**src/rtl/frame_scan_controller_pkg.sv**
```systemverilog
// Shared raster constants and scan-state encoding for the pong graphics path.
package pong_gfx_pkg;

    localparam int unsigned H_PIXELS = 240;
    localparam int unsigned V_LINES  = 320;
    localparam int unsigned X_W      = 8;
    localparam int unsigned Y_W      = 9;
    localparam int unsigned RGB_W    = 16;

    typedef enum logic [2:0] {
        ST_IDLE  = 3'd0,
        ST_LATCH = 3'd1,
        ST_SCAN  = 3'd2,
        ST_DRAIN = 3'd3,
        ST_DONE  = 3'd4
    } scan_state_e;

endpackage

```
**src/rtl/frame_scan_controller_scan_fifo.sv**
```systemverilog
// Synchronous FIFO with occupancy count and a registered head word.
module scan_fifo #(
    parameter int unsigned WIDTH = 16,
    parameter int unsigned DEPTH = 4
) (
    input  logic                           clk,
    input  logic                           rst,
    input  logic                           wr_en,
    input  logic [WIDTH-1:0]               wr_data,
    input  logic                           rd_en,
    output logic [WIDTH-1:0]               rd_data,
    output logic [$clog2(DEPTH+1)-1:0]     count,
    output logic                           full,
    output logic                           empty
);

    localparam int unsigned AW = $clog2(DEPTH);
    localparam int unsigned CW = $clog2(DEPTH + 1);

    logic [WIDTH-1:0] mem_q [DEPTH];
    logic [WIDTH-1:0] mem_d [DEPTH];
    logic [AW-1:0]    wr_ptr_q, wr_ptr_d;
    logic [AW-1:0]    rd_ptr_q, rd_ptr_d;
    logic [CW-1:0]    count_q, count_d;
    logic [WIDTH-1:0] head_q, head_d;
    logic             push, pop;

    assign full    = (count_q == CW'(DEPTH));
    assign empty   = (count_q == '0);
    assign count   = count_q;
    assign rd_data = head_q;

    always_comb begin
        pop      = rd_en && !empty;
        push     = wr_en && (!full || pop);
        wr_ptr_d = wr_ptr_q + AW'(push);
        rd_ptr_d = rd_ptr_q + AW'(pop);
        count_d  = count_q;
        if (push && !pop) begin
            count_d = count_q + CW'(1);
        end else if (pop && !push) begin
            count_d = count_q - CW'(1);
        end
        mem_d = mem_q;
        if (push) begin
            mem_d[wr_ptr_q] = wr_data;
        end
        // Head tracks the next-state read slot so lcd_data comes straight from a flop
        head_d = head_q;
        if (count_d != '0) begin
            head_d = mem_d[rd_ptr_d];
        end
    end

    always_ff @(posedge clk) begin
        if (rst) begin
            wr_ptr_q <= '0;
            rd_ptr_q <= '0;
            count_q  <= '0;
            head_q   <= '0;
        end else begin
            wr_ptr_q <= wr_ptr_d;
            rd_ptr_q <= rd_ptr_d;
            count_q  <= count_d;
            head_q   <= head_d;
        end
    end

    always_ff @(posedge clk) begin
        mem_q <= mem_d;
    end

endmodule

```
**src/rtl/frame_scan_controller.sv**
```systemverilog
// Frame scan sequencer: latches game state, walks the raster through Graphics, streams to LCD.
// Optional checksum output enabled by defining FRAME_SCAN_CHECKSUM_EN.
module frame_scan_controller
    import pong_gfx_pkg::*;
#(
    parameter int unsigned H_PIXELS    = pong_gfx_pkg::H_PIXELS,
    parameter int unsigned V_LINES     = pong_gfx_pkg::V_LINES,
    parameter int unsigned GFX_LATENCY = 1,
    parameter int unsigned FIFO_DEPTH  = 4
) (
    input  logic        clock,
    input  logic        reset,
    input  logic        frame_start,
    input  logic [7:0]  ball_x_in,
    input  logic [8:0]  ball_y_in,
    input  logic [7:0]  paddle_1_y_in,
    input  logic [7:0]  paddle_2_y_in,
    output logic [7:0]  ball_x,
    output logic [8:0]  ball_y,
    output logic [7:0]  paddle_1_y,
    output logic [7:0]  paddle_2_y,
    output logic [7:0]  pixel_x,
    output logic [8:0]  pixel_y,
    input  logic [15:0] pixel_rgb,
    output logic [15:0] lcd_data,
    output logic        lcd_valid,
    input  logic        lcd_ready,
    output logic        busy,
`ifdef FRAME_SCAN_CHECKSUM_EN
    output logic        frame_done,
    output logic [15:0] frame_checksum
`else
    output logic        frame_done
`endif
);

    localparam int unsigned CW = $clog2(FIFO_DEPTH + 1);

    scan_state_e            state_q, state_d;
    logic [7:0]             ball_x_q, ball_x_d;
    logic [8:0]             ball_y_q, ball_y_d;
    logic [7:0]             paddle_1_y_q, paddle_1_y_d;
    logic [7:0]             paddle_2_y_q, paddle_2_y_d;
    logic [X_W-1:0]         pixel_x_q, pixel_x_d;
    logic [Y_W-1:0]         pixel_y_q, pixel_y_d;
    logic [GFX_LATENCY-1:0] tag_q, tag_d;
    logic [7:0]             in_flight, credit_sum;
    logic [CW-1:0]          fifo_count;
    logic                   fifo_full, fifo_empty;
    logic [RGB_W-1:0]       fifo_head;
    logic                   issue, capture, beat, x_last, y_last;

    always_comb begin
        in_flight = '0;
        for (int unsigned i = 0; i < GFX_LATENCY; i++) begin
            in_flight = in_flight + 8'(tag_q[i]);
        end
        credit_sum = 8'(fifo_count) + in_flight;
        issue      = (state_q == ST_SCAN) && (credit_sum < 8'(FIFO_DEPTH));
        tag_d      = GFX_LATENCY'({tag_q, issue});
        capture    = tag_q[GFX_LATENCY-1];
        beat       = !fifo_empty && lcd_ready;
        x_last     = (pixel_x_q == X_W'(H_PIXELS - 1));
        y_last     = (pixel_y_q == Y_W'(V_LINES - 1));
    end

    always_comb begin
        state_d      = state_q;
        ball_x_d     = ball_x_q;
        ball_y_d     = ball_y_q;
        paddle_1_y_d = paddle_1_y_q;
        paddle_2_y_d = paddle_2_y_q;
        pixel_x_d    = pixel_x_q;
        pixel_y_d    = pixel_y_q;
        case (state_q)
            ST_IDLE: begin
                if (frame_start) state_d = ST_LATCH;
            end
            ST_LATCH: begin
                ball_x_d     = ball_x_in;
                ball_y_d     = ball_y_in;
                paddle_1_y_d = paddle_1_y_in;
                paddle_2_y_d = paddle_2_y_in;
                pixel_x_d    = '0;
                pixel_y_d    = '0;
                state_d      = ST_SCAN;
            end
            ST_SCAN: begin
                if (issue) begin
                    if (x_last) begin
                        pixel_x_d = '0;
                        if (y_last) begin
                            pixel_y_d = '0;
                            state_d   = ST_DRAIN;
                        end else begin
                            pixel_y_d = pixel_y_q + 1'b1;
                        end
                    end else begin
                        pixel_x_d = pixel_x_q + 1'b1;
                    end
                end
            end
            ST_DRAIN: begin
                // Leave on the edge that pops the final word so frame_done follows the last beat directly
                if (in_flight == '0 && (fifo_empty || (fifo_count == CW'(1) && beat))) begin
                    state_d = ST_DONE;
                end
            end
            ST_DONE: state_d = ST_IDLE;
            default: state_d = ST_IDLE;
        endcase
    end

    always_ff @(posedge clock) begin
        if (reset) begin
            state_q      <= ST_IDLE;
            ball_x_q     <= '0;
            ball_y_q     <= '0;
            paddle_1_y_q <= '0;
            paddle_2_y_q <= '0;
            pixel_x_q    <= '0;
            pixel_y_q    <= '0;
            tag_q        <= '0;
        end else begin
            state_q      <= state_d;
            ball_x_q     <= ball_x_d;
            ball_y_q     <= ball_y_d;
            paddle_1_y_q <= paddle_1_y_d;
            paddle_2_y_q <= paddle_2_y_d;
            pixel_x_q    <= pixel_x_d;
            pixel_y_q    <= pixel_y_d;
            tag_q        <= tag_d;
        end
    end

    scan_fifo #(
        .WIDTH(RGB_W),
        .DEPTH(FIFO_DEPTH)
    ) u_scan_fifo (
        .clk     (clock),
        .rst     (reset),
        .wr_en   (capture),
        .wr_data (pixel_rgb),
        .rd_en   (lcd_ready),
        .rd_data (fifo_head),
        .count   (fifo_count),
        .full    (fifo_full),
        .empty   (fifo_empty)
    );

    // The credit rule must keep every capture landing in a free slot
    capture_overflow_a: assert property (@(posedge clock) disable iff (reset)
        !(capture && fifo_full && !lcd_ready));

    assign ball_x     = ball_x_q;
    assign ball_y     = ball_y_q;
    assign paddle_1_y = paddle_1_y_q;
    assign paddle_2_y = paddle_2_y_q;
    assign pixel_x    = pixel_x_q;
    assign pixel_y    = pixel_y_q;
    assign lcd_data   = fifo_head;
    assign lcd_valid  = !fifo_empty;
    assign busy       = (state_q != ST_IDLE);
    assign frame_done = (state_q == ST_DONE);

`ifdef FRAME_SCAN_CHECKSUM_EN
    logic [15:0] crc_q, crc_d;
    logic [15:0] checksum_q, checksum_d;

    always_comb begin
        crc_d = crc_q;
        if (state_q == ST_LATCH) begin
            crc_d = '0;
        end else if (beat) begin
            crc_d = {crc_q[14:0], crc_q[15]} ^ fifo_head;
        end
        checksum_d = (state_q == ST_DONE) ? crc_q : checksum_q;
    end

    always_ff @(posedge clock) begin
        if (reset) begin
            crc_q      <= '0;
            checksum_q <= '0;
        end else begin
            crc_q      <= crc_d;
            checksum_q <= checksum_d;
        end
    end

    assign frame_checksum = checksum_q;
`endif

endmodule
```
**config.mk**
```make
export PLATFORM = sky130hd
export DESIGN_NAME = frame_scan_controller
export DESIGN_NICKNAME = d
export VERILOG_FILES = /design/src/rtl/frame_scan_controller_pkg.sv /design/src/rtl/frame_scan_controller_scan_fifo.sv /design/src/rtl/frame_scan_controller.sv
export SDC_FILE = /design/constraint.sdc
export NUM_CORES = 1
export LEC_CHECK = 0
export BUFFER_PORTS_ARGS = -buffer_cell sky130_fd_sc_hd__buf_4
export CAP_MARGIN = 20
export CORE_MARGIN = 1
export CORE_UTILIZATION = 52
export CTS_BUF_LIST = sky130_fd_sc_hd__clkbuf_4
export DETAILED_ROUTE_END_ITERATION = 8
export HOLD_SLACK_MARGIN = 0.08
export PLACE_DENSITY = 0.79
export RECOVER_POWER = 100
export SYNTH_ARGS = -nofsm -noshare
export SYNTH_HDL_FRONTEND = slang
export SYNTH_HIERARCHICAL = 1
export SYNTH_SLANG_ARGS = --single-unit
```
**constraint.sdc**
```tcl
create_clock -name clock -period 2.75 [get_ports clock]
set_input_delay 0.4125 -clock clock [delete_from_list [all_inputs] [get_ports clock]]
set_output_delay 0.4125 -clock clock [all_outputs]
set_load 0.01 [all_outputs]
```
* Yosys cells after proc, flatten, opt, wreduce, memory -nomap -nowiden
Cells that the tools add are included.
Operators by class: add/subtract/negate cells 7, order comparisons 4, equality and inequality tests 13, multiplexer cells 22, bitwise operators 2, reductions and logical operators 23
Operators by type and width (number):
- bitwise mux 64 bit | 1
- two-way mux 64 bit | 1
- two-way mux 16 bit | 3
- binary-select mux 16 bit (select 2 bit) | 1
- demux 16 bit (select 2 bit) | 1
- two-way mux 9 bit | 3
- two-way mux 3 bit | 7
- one-hot mux 9 bit (2 select lines) | 1
- two-way mux 8 bit | 2
- one-hot mux 8 bit (2 select lines) | 1
- one-hot mux 3 bit (4 select lines) | 1
- inequality test 2 bit, second input constant | 5
- adder 9 x 1 -> 9 bit, second input constant | 1
- == test 9 bit, second input constant | 1
- adder 8 x 1 -> 8 bit, second input constant | 1
- == test 8 bit, second input constant | 1
- logical AND 1 bit | 8
- logical NOT 8 bit | 1
- == test 3 x 1 -> 1 bit, second input constant | 2
- == test 3 x 2 -> 1 bit, second input constant | 2
- == test 3 bit, second input constant | 2
- greater-or-equal comparator 3 bit, second input constant | 2
- logical NOT 3 bit | 2
- inverter 2 -> 3 bit | 2
- 13 further kinds | 19
Storage, ports and cells: bits in registers 141, bits of input ports 53, output and inout bits 69, word-level logic and storage cells 87

* Depth between registers and ports, before layout
depth after elaboration 10, depth in mapped cells 13, gate-level depth less buffers 10

* By module
The synthesis kept the hierarchy.
Modules (own cells, without submodules):
- scan_fifo | instances 1, cells an instance 385, area an instance 3978.8 um2
- frame_scan_controller | instances 1, cells an instance 287, area an instance 2308.5 um2

* Least setup slack after synthesis
No wires, ideal clock.
kind flip-flop to flip-flop, start point register u_scan_fifo.count_q[0], in the netlist u_scan_fifo/count[0], end point register u_scan_fifo.head_q[14], in the netlist u_scan_fifo/rd_data[14], library setup time 0.134 ns, arrival time 2.749 ns, data required time 2.616 ns, path slack -0.132 ns, stages on the path, launching flop included 14, cell sequence dfxtp_1 inv_1 ha_1 nand2b_1 and2_1 ha_1 clkbuf_1 xor2_1 or4b_1 clkbuf_1 buf_4 o22ai_1 or3_1 a31oi_2
On the way: elaborated cells on any way between the ends 22, those cells by class add/sub (3); eq/ne (1); mux (6); bitwise (1); reduce/logical (11)
RTL lines:
- start: declaration | RTL line frame_scan_controller_scan_fifo.sv:24 | logic [CW-1:0] count_q, count_d;
- start signal: assignment | RTL line frame_scan_controller_scan_fifo.sv:64 | count_q <= count_d;
- logical NOT 3 bit | RTL line frame_scan_controller_scan_fifo.sv:29 | assign empty = (count_q == '0);
- logical NOT 1 bit | RTL line frame_scan_controller_scan_fifo.sv:34 | pop = rd_en && !empty;
- logical AND 1 bit | RTL line frame_scan_controller_scan_fifo.sv:34
- adder 2 x 1 -> 2 bit | RTL line frame_scan_controller_scan_fifo.sv:37 | rd_ptr_d = rd_ptr_q + AW'(pop);
- net u_scan_fifo.rd_ptr_d[0] | RTL line frame_scan_controller_scan_fifo.sv:23 | logic [AW-1:0] rd_ptr_q, rd_ptr_d;
- inverter 2 -> 3 bit (implied by the code) | RTL line frame_scan_controller_scan_fifo.sv:51 | head_d = mem_d[rd_ptr_d];
- binary-select mux 16 bit (select 2 bit) | RTL line frame_scan_controller_scan_fifo.sv:51
- two-way mux 16 bit (implied by the code) (2 in a row) | RTL line frame_scan_controller_scan_fifo.sv:51
- end signal: assignment | RTL line frame_scan_controller_scan_fifo.sv:60 | head_q <= '0;
- end signal: assignment | RTL line frame_scan_controller_scan_fifo.sv:65 | head_q <= head_d;
- end: declaration | RTL line frame_scan_controller_scan_fifo.sv:25 | logic [WIDTH-1:0] head_q, head_d;
The timed path passes the listed nets, and every way through them passes these cells. The select of a mux whose other input is x is not followed. A chain may end at the register's enable or synchronous reset.

* Worst setup path after layout
start point register u_scan_fifo.count_q[1], in the netlist u_scan_fifo/count[1], end point register u_scan_fifo.head_q[11], in the netlist u_scan_fifo/rd_data[11]
The elaborated chain is that of the path after synthesis.

==> run_results.csv <==
group,metric,value,unit
routing,vias_per_cell,6.06,
setup_path,cp_data_arrival_time,3090,ps
grt,antenna_found_initial,0,
setup_path,ff2ff_path_depth,11,
sta,finalCritPeriodShare,96.4,%
sta,fin_crit,2650,ps
cts,cts_root_buffer,"clkbuf_4",
setup_path,critPathKind,"reg -> reg",
die,rows,39,
placed_design,port_buffers,121,
setup_path,reg2reg_slack,100,ps
routing,drc,12,
setup_path,rr_endpoint,"u_scan_fifo/rd_data[11]",
routing,first_iter_violations,560,
run,drv_cap,0,
yosys,synthCells,671,
cells_and_area,final_util,66.4,%
sta,clock_skew,14.3,ps
yosys,yosysWarnings,6,
grt,overflow,0,
die,dieArea,0.0125,mm2
grt,grt_usage,27.9,%
sta,drv_slew,0,
cts,cts.sinks,141,
cells_and_area,final_cells,973,
yosys,avgSynthCellArea,9.36,um2
worst_hold_path,min_to,"u_scan_fifo/mem_q[30]",
cells_and_area,drive_gt1_share,22.0,%
setup_path,crit_slowest_cell,"or4b_1",
run_status,violations,"DRC",
routing,wl,17000,um
yosys,synthesis.nets,731,
cells_and_area,syn_to_final_growth,22.7,%
setup_path,end_kind,"flop",
cts,cts.path.max_buffers,2,
routing,wl_per_cell,17.4,um
die,die_w,112,um
setup_path,crit_fanout,16,
cts,tritoncts,"done",
cts,clock_latency,560,ps
routing,num_vias,5895,
routing,first_pass_iters,9,
sta,fmax,0.377,GHz
sta,tightest_slew,1140,ps
setup_path,slowest_delay,470,ps
sta,hold_violations,0,
cts,postCtsSetupBuffers,0,
cts,htreeDepth,4,
grt,grt_pass1_vias,5893,
placed_design,place.gp.congestion,0.870,
setup_path,crit_family,"simple AND/OR/NAND/NOR gates",
worst_hold_path,whs_path_depth,2,
run_status,status,"finished with violations",
sta,fin_tns_setup,0,ps
die,die_y,112,um
setup_path,crit_chain,"inv_2 > ha_4 > nand2b_2 > and2_4 > ha_1 > xor2_1 > or4b_1 > buf_4 > o22ai_1 > or3_1 > a31oi_1",
setup_path,cp-start-kind,"flop",
sta,hold_ws,118,ps
cells_and_area,fill_cells,960,
die,num_io_pins,122,
cells_and_area,nNetsFinal,877,
placed_design,dp.cells,908,
worst_hold_path,min_from,"pixel_rgb[14]",
placed_design,dp_hpwl,10600,um
power_and_ir_drop,cellLeakagePower,2.89,nW
sta,rsz0062_at_grt,"false",
die,initial_core_util,54.1,%
cts,clk_pin_slew,120,ps
setup_path,cp.required,3190,ps
cells_and_area,insertedDiodeCount,0,
grt,grt_start_max_net_pins,55,
yosys,synth_area,0.00628,mm2
cts,cts_buffers,17,
worst_hold_path,hold_path_class,"in -> reg",
die,coreArea,0.0116,mm2
sta,setup_viol_count_final,0,
grt,grt_first_pass_wirelength,28100,um
power_and_ir_drop,powerDensity,873,mW/mm2
power_and_ir_drop,vdd_ir_drop_max,0.547,mV
setup_path,path_buf_inv,2,
sta,maxSlewHeadroom,23.7,%
setup_path,r2r_start,"u_scan_fifo/count[1]",
routing,detail-route-antenna-nets,0,
layout make-up:
cell class,count,area (um2),share of cell area (%)
Sequential cell,141,2830,36.7
Inverter,16,60.1,0.779
Tap cell,143,179,2.32
Timing Repair Buffer,179,1150,14.9
Multi-Input combinational cell,462,3180,41.3
Clock inverter,13,173,2.24
Clock buffer,19,143,1.85
repair_timing:
item | 4_1_cts | 5_1_grt
hold buffers | 33 | 0
gates resized for setup | 0 | 3
endpoints found under the hold margin | 34 | 0
setup endpoints to repair | 0 | 14
layout by cell type (no fill, tap or decap), types with 4 or more instances in the layout:
cell and instances:
nand4b_1 4, o32ai_1 6, dlygate4sd3_1 33, a21oi_1 62, mux2_2 64, o41ai_1 16, clkinv_1 6, or4_1 4
nand2_1 85, or3_1 16, o211ai_1 7, a32oi_1 8, a31oi_1 19, inv_1 13, nor2_1 37, a221o_1 9
nand3_1 9, ha_1 6, nand3b_1 5, clkbuf_1 75, bufinv_16 4, o22ai_1 7, clkbuf_4 19, nor4_1 4
o221ai_1 9, nor3b_1 7, dfxtp_1 139, buf_4 69, o21ai_0 14
worst max path at each step:
stage / start / endpoint / cells past startpoint
3_5_place_dp: u_scan_fifo/count[1] / u_scan_fifo/rd_data[11] / 11
4_1_cts: u_scan_fifo/count[1] / u_scan_fifo/rd_data[11] / 11
6_report: u_scan_fifo/count[1] / u_scan_fifo/rd_data[11] / 11
5_1_grt: u_scan_fifo/count[1] / u_scan_fifo/rd_data[11] / 11
2_1_floorplan: u_scan_fifo/count[1] / u_scan_fifo/rd_data[14] / 13
3_3_place_gp: u_scan_fifo/count[1] / u_scan_fifo/rd_data[14] / 11
flip-flops by register name, indices dropped and copies added (netlist names):
name,flops
capture,1
pixel_x,8
u_scan_fifo/mem_q,64
paddle_1_y,8
ball_x,8
u_scan_fifo/count,3
paddle_2_y,8
u_scan_fifo/rd_data,16
pixel_y,9
u_scan_fifo/rd_ptr_q,2
ball_y,9
state_q,3
u_scan_fifo/wr_ptr_q,2
layer usage:
metal	vias to the layer above	track usage, %	part of all wire, %	wire length, um
li1	2770	-	-	-
met1	2816	32.2	41	6950
met2	249	48.4	50	8460
met3	60	5.99	5.8	984
met4	0	15.2	3.3	553
met5	-	0	0	0
per-stage QoR:
| step | total power (W) | setup slack, ps | instance area (um2) |
|---|---|---|---|
| global placement | 0.00517 | 168 | 7350 |
| floorplan | 0.00450 | 34.9 | 6300 |
| CTS | 0.00681 | 18.7 | 8000 |
| detailed placement | 0.00531 | 29.0 | 7350 |
| finish | 0.00673 | 100 | 7710 |
| global route | 0.00716 | 23.3 | 7710 |
where the power goes:
| group | leakage, nW | switching, W | total, W | internal (W) |
|---|---|---|---|---|
| Clock | 0.163 | 0.000736 | 0.00147 | 0.000730 |
| Combinational | 1.57 | 0.00154 | 0.00266 | 0.00113 |
| Sequential | 1.16 | 0.000210 | 0.00260 | 0.00239 |
Note: power is estimated with default switching activity, not from simulation.
